File: src/rtl/writeback_stage.sv
// Writeback stage of the RV32I core: commits exec and load results to the
// register file, owns the architectural PC and raises a one-cycle flush on redirect.
module writeback_stage #(
  parameter int                 BIN_DIG  = 32,
  parameter int                 REG_NUM  = 32,
  parameter logic [BIN_DIG-1:0] RESET_PC = 32'h0000_0000
) (
  input  logic               clk,
  input  logic               rst,
  input  logic               ex_valid,
  output logic               ex_ready,
  input  logic [4:0]         ex_rd,
  input  logic               ex_rd_we,
  input  logic [BIN_DIG-1:0] ex_rd_value,
  input  logic               ex_pc_we,
  input  logic [BIN_DIG-1:0] ex_next_pc,
  input  logic               dm_valid,
  output logic               dm_ready,
  input  logic [4:0]         dm_rd,
  input  logic [BIN_DIG-1:0] dm_rd_value,
  input  logic [4:0]         rd_addr_a,
  output logic [BIN_DIG-1:0] rd_data_a,
  input  logic [4:0]         rd_addr_b,
  output logic [BIN_DIG-1:0] rd_data_b,
  output logic [BIN_DIG-1:0] curr_pc_reg,
  output logic               flush,
  output logic               misalign_err,
  output logic [31:0]        retire_count
);

  typedef enum logic [0:0] {
    RUN      = 1'b0,
    REDIRECT = 1'b1
  } state_t;

  state_t             state_r;
  logic [BIN_DIG-1:0] regs_r [REG_NUM];
  logic [BIN_DIG-1:0] pc_r;
  logic               flush_r;
  logic               misalign_r;
  logic [31:0]        retire_r;

  logic               dm_xfer_s;
  logic               ex_xfer_s;
  logic               wr_en_s;
  logic [4:0]         wr_addr_s;
  logic [BIN_DIG-1:0] wr_data_s;
  logic [BIN_DIG-1:0] pc_target_s;

  // Handshake arbitration: a pending load always wins over an exec result.
  always_comb begin
    dm_ready  = 1'b0;
    ex_ready  = 1'b0;
    dm_xfer_s = 1'b0;
    ex_xfer_s = 1'b0;
    if (state_r == RUN) begin
      dm_ready  = 1'b1;
      ex_ready  = ~dm_valid;
      dm_xfer_s = dm_valid & ~rst;
      ex_xfer_s = ex_valid & ~dm_valid & ~rst;
    end else begin
      dm_ready  = 1'b0;
      ex_ready  = 1'b0;
    end
  end

  // Select the single register write of this cycle; x0 writes are dropped here.
  always_comb begin
    wr_en_s     = 1'b0;
    wr_addr_s   = 5'd0;
    wr_data_s   = {BIN_DIG{1'b0}};
    pc_target_s = ex_next_pc & ~BIN_DIG'(1);
    if (dm_xfer_s) begin
      wr_en_s   = (dm_rd != 5'd0);
      wr_addr_s = dm_rd;
      wr_data_s = dm_rd_value;
    end else if (ex_xfer_s) begin
      wr_en_s   = ex_rd_we & (ex_rd != 5'd0);
      wr_addr_s = ex_rd;
      wr_data_s = ex_rd_value;
    end else begin
      wr_en_s   = 1'b0;
    end
  end

  // Read ports with write-through bypass so a consumer sees this cycle's result.
  always_comb begin
    rd_data_a = {BIN_DIG{1'b0}};
    rd_data_b = {BIN_DIG{1'b0}};
    if (rd_addr_a == 5'd0) begin
      rd_data_a = {BIN_DIG{1'b0}};
    end else if (wr_en_s && (rd_addr_a == wr_addr_s)) begin
      rd_data_a = wr_data_s;
    end else begin
      rd_data_a = regs_r[rd_addr_a];
    end
    if (rd_addr_b == 5'd0) begin
      rd_data_b = {BIN_DIG{1'b0}};
    end else if (wr_en_s && (rd_addr_b == wr_addr_s)) begin
      rd_data_b = wr_data_s;
    end else begin
      rd_data_b = regs_r[rd_addr_b];
    end
  end

  // Register file storage.
  always_ff @(posedge clk) begin
    if (rst) begin
      for (int i = 0; i < REG_NUM; i++) begin
        regs_r[i] <= {BIN_DIG{1'b0}};
      end
    end else if (wr_en_s) begin
      regs_r[wr_addr_s] <= wr_data_s;
    end
  end

  // Commit FSM: PC, retire counter, sticky misalignment and the flush pulse.
  always_ff @(posedge clk) begin
    if (rst) begin
      state_r    <= RUN;
      pc_r       <= RESET_PC;
      flush_r    <= 1'b0;
      misalign_r <= 1'b0;
      retire_r   <= 32'd0;
    end else begin
      case (state_r)
        RUN: begin
          if (dm_xfer_s || ex_xfer_s) begin
            retire_r <= retire_r + 32'd1;
          end
          if (ex_xfer_s && ex_pc_we) begin
            state_r <= REDIRECT;
            flush_r <= 1'b1;
            pc_r    <= pc_target_s;
            if (ex_next_pc[1]) begin
              misalign_r <= 1'b1;
            end
          end else begin
            flush_r <= 1'b0;
            if (dm_xfer_s || ex_xfer_s) begin
              pc_r <= pc_r + BIN_DIG'(4);
            end
          end
        end
        REDIRECT: begin
          state_r <= RUN;
          flush_r <= 1'b0;
        end
        default: begin
          state_r <= RUN;
          flush_r <= 1'b0;
        end
      endcase
    end
  end

  assign curr_pc_reg  = pc_r;
  assign flush        = flush_r;
  assign misalign_err = misalign_r;
  assign retire_count = retire_r;

endmodule
File: config.mk
export PLATFORM = sky130hd
export DESIGN_NAME = writeback_stage
export DESIGN_NICKNAME = d
export VERILOG_FILES = /design/src/rtl/writeback_stage.sv
export SDC_FILE = /design/constraint.sdc
export NUM_CORES = 2
export LEC_CHECK = 0
export CAP_MARGIN = 15
export CORE_AREA = 10 10 558 423
export DETAILED_ROUTE_END_ITERATION = 6
export DIE_AREA = 0 0 568 433
export SETUP_SLACK_MARGIN = 0.3
export SYNTH_ARGS = -nofsm -noshare
export SYNTH_HDL_FRONTEND = slang
export SYNTH_SLANG_ARGS = --single-unit
File: constraint.sdc
create_clock -name clk -period 2.9 [get_ports clk]
set_input_delay 0.29 -clock clk [delete_from_list [all_inputs] [get_ports clk]]
set_output_delay 0.29 -clock clk [all_outputs]
set_load 0.02 [all_outputs]
==> run summary <==
## Outcome
- negative setup slack — violations in the final reports
- finished with violations — outcome

## Yosys
- 0 — number of warnings printed during yosys synthesis
- nor2_1 — dominant cell by count in the synthesized netlist
- 0.7201% — share of the synthesized netlist area taken by xor and xnor gates
- 1076 x nor2_1, 1024 x edfxtp_1, 550 x mux4_2 — Post-synth top cells
- 1024 — number of enable-type register cells in the synthesized netlist
- 0% — share of flip-flops with an asynchronous set or reset after synthesis
- 10.01% — synthesized-area fraction occupied by and/or/nand/nor cells
- edfxtp_1 55%, mux4_2 22%, nor2_1 7.2%, dfxtp_1 2.3%, mux2i_1 1.8% — dominant cells by area after synthesis
- edfxtp_1 — Top FF cell, synth
- 63 — distinct cell type count after synthesis
- multiplexers — dominant combinational cell family by area after synthesis
- 57.29% — sequential cell area fraction in the yosys report
- edfxtp_1 — top cell type by total area after synthesis
- 54.96% — Yosys top cell area share
- 0.04473% — area share of fa/ha/maj cells after synthesis
- 1089 — number of synthesized register bits
- 14.15 um^2 — Mean Syn Cell Area
- 24.51% — share of cell area taken by muxes after synthesis
- 55950 um^2 — synthesized cell area
- 3953 — Synth Instances
- 4.303% — compound-cell area share of the yosys netlist

## Worst setup path
- 2.61 ns — Worst Path Required
- flip-flop — critical path launch point type
- 0.31 ns — delay contributed by the slowest stage of the critical path
- 7 — largest driver fanout on the critical path
- buf_6 — Most common cell on crit path
- 0.31 ns — internal reg-to-reg setup slack
- reg -> out — classification of the worst setup path
- 3.11 ns — Worst EP arrival
- or2_4 -> buf_8 -> a21oi_4 -> buf_6 -> xor2_2 -> nor2_4 -> a21o_4 -> buf_6 -> buf_12 -> buf_16 -> o22ai_1 -> buf_4 — crit path cell chain
- output pin — kind of capture point of the worst setup path
- dfxtp_2 — Max stage delay cell, worst path

## Timing
- 0 — final hold violation count
- 3.403 ns — post-layout minimum cycle time
- true — setup repair after global routing missed its margin
- 293.9 MHz — fmax
- 0.05471 ns — Final Skew
- 64 — Final setup viols
- 1.103 ns — slew at the pin closest to its max-slew limit
- 26.12% — remaining max-slew budget at the tightest pin
- 0 — total count of max-transition violations in the final report
- -0.5029 ns — Worst Slack Setup Final
- 117.3% — period utilisation layout

## Cells and area
- 34.54% — fraction of layout cells with a size suffix above 1
- 28.81% — P&R area growth vs syn
- 4675 — final-stage net count
- 72060 um^2 — area of all placed cells without fillers
- 21.82k — Filler cells
- 1024 — max reg flops
- 7629 — non-filler cells in the finished layout

## Route
- 27.67 um — wire per inst
- 24690 um — total length of routed met3 wires
- 211100 um — routed wire length
- met5 — highest routed layer
- 96290 um — total length of routed met2 wires
- 0 — post-route antenna net violation count
- 6265 — drt first-iter violations
- 40.25k — number of vias after detailed routing
- 0 — DRC errors left
- 5.276 — post-detailed-route via-to-cell ratio
- 5 — TritonRoute pass-1 iters
- 78930 um — wl on met1

## GRT
- 16.20% — Total GRT Usage
- 0 — overall overflow remaining after global route
- 57 — pin count of the biggest net entering global routing
- 293700 um — global-route wire length before repair
- 38.85k — via count of the first global-routing pass
- 9 — antenna violations before repair

## Placement
- 144500 um — half-perimeter wire length after detailed placement
- 7359 — Cells after DPL
- 66910 um^2 — Cell Area, Placed
- 251 — number of buffers added on ports
- 0.9197 — GP Congestion

## Job
- 0 — Max Cap Viol

## CTS
- 114 — number of clock buffers inserted by TritonCTS
- yes — CTS tree
- clkbuf_16 — CTS root buffer
- 1089 — CTS sink cnt
- 3 — maximum level of the CTS H-tree
- 0.06 ns — clock transition at the register clock pins on the worst setup and hold paths after CTS
- 3 — deepest clock path buffer count
- 0.76 ns — clk_lat worst skew

## Floorplanning
- 151 — number of placement rows
- 24.86% — initial cell density of the core
- 225000 um^2 — standard cell core area
- 568 um — chip width
- 433 um — Die Y-Extent
- 254 — boundary pin count
- 245900 um^2 — Die Area

## Power and ir drop
- 0.02501 uW — LEAKAGE
- 530.5 nW/um^2 — total power per unit cell area
- 449.5 uV — worst vdd ir

## Min path
- in -> reg — Hold Crit Class

[power by group]
part           total, uW  switching [uW]  internal (uW)
Sequential         17800             244          17600
Clock              14500            6400           8130
Combinational       5860            3280           2580
Total              38200            9930          28300
[per-layer routing]
| metal | track usage, % | vias up |
|---|---|---|
| met4 | 7.169 | 2 |
| met1 | 21.56 | 20870 |
| li1 | - | 16390 |
| met5 | 0 | - |
| met2 | 25.30 | 2644 |
| met3 | 3.715 | 344 |
[final cells by class]
type	instances	area (um^2)	area share (%)
antenna	5	12.51	0.01736
clock buffer	135	2953	4.098
clock inverter	71	666.9	0.9254
inverter	3	11.26	0.01563
multi-input combinational	2485	23350	32.41
sequential	1089	32050	44.48
tap	2983	3732	5.179
timing repair buffer	858	9281	12.88
[cells in the final DEF (no fill, tap or decap), types with 23 or more instances in the layout]
master,count
o22ai_4,24
clkdlybuf4s50_1,177
o22ai_1,76
a22oi_2,32
clkbuf_16,122
conb_1,33
nand2_1,113
nand3_1,31
edfxtp_1,1024
buf_12,153
a211oi_2,31
nand2b_2,25
mux4_2,550
buf_6,55
a21oi_1,27
clkinv_1,29
clkinv_2,23
mux2i_1,97
xor2_1,28
buf_4,449
o21a_1,32
a211oi_1,32
dfxtp_1,64
nor2_1,1069
o21ai_0,23
[critical path, delay by kind of cell, from the launching register on]
family	cells	cell delay, ns
AO/OA/AOI/OAI	3	0.63
XOR/XNOR	1	0.20
buffers and inverters	6	0.90
flip-flops	1	0.31
AND/OR/NAND/NOR	2	0.33
[logic make-up after synthesis]
family | Yosys count
AO/OA/AOI/OAI | 348
XOR/XNOR | 46
adder cells (fa/ha/maj) | 2
buffers and inverters | 411
flip-flops | 1089
multiplexers | 679
other | 1
AND/OR/NAND/NOR | 1377
[metrics by stage]
stage | util [%] | hold slack (ns) | setup TNS, ns | worst slack, ns | total power (uW)
floorplan | - | 0.4260 | 0 | 0.02123 | 20770
global placement | 29.74 | 0.4469 | -219.33 | -0.8033 | 23610
detailed placement | 29.74 | 0.4549 | -210.94 | -0.6811 | 23650
CTS | 31.62 | 0.1043 | -23.13 | -0.4355 | 38140
global route | 32.02 | 0.1493 | -26.91 | -0.5314 | 39160
finish | 32.03 | 0.1653 | -21.00 | -0.5029 | 38230
[what timing repair did]
| action | 4_1_cts | 5_1_grt |
|---|---|---|
| cloned | 5 | 8 |
| setup buffers | 22 | 22 |
| gates resized for setup | 309 | 153 |
| pin swaps | 30 | 29 |
| hold buffers | 1 | 0 |
| endpoints found under the hold margin | 3 | 0 |
| endpoints found under the setup margin | 283 | 361 |
[worst paths after layout]
check / from / end / cells past startpoint
worst min-delay path: ex_next_pc[3] / curr_pc_reg[3]$_SDFFE_PP0P_ / 3
worst min register to register: curr_pc_reg[1]$_SDFFE_PP0P_ / curr_pc_reg[1]$_SDFFE_PP0P_ / 2
worst max-delay path: state_r$_SDFF_PP0_ / rd_data_b[5] / 12
worst max register to register: state_r$_SDFF_PP0_ / regs_r[3][0]$_SDFFCE_PN0P_ / 11
Note: power is estimated with default switching activity, not from simulation.
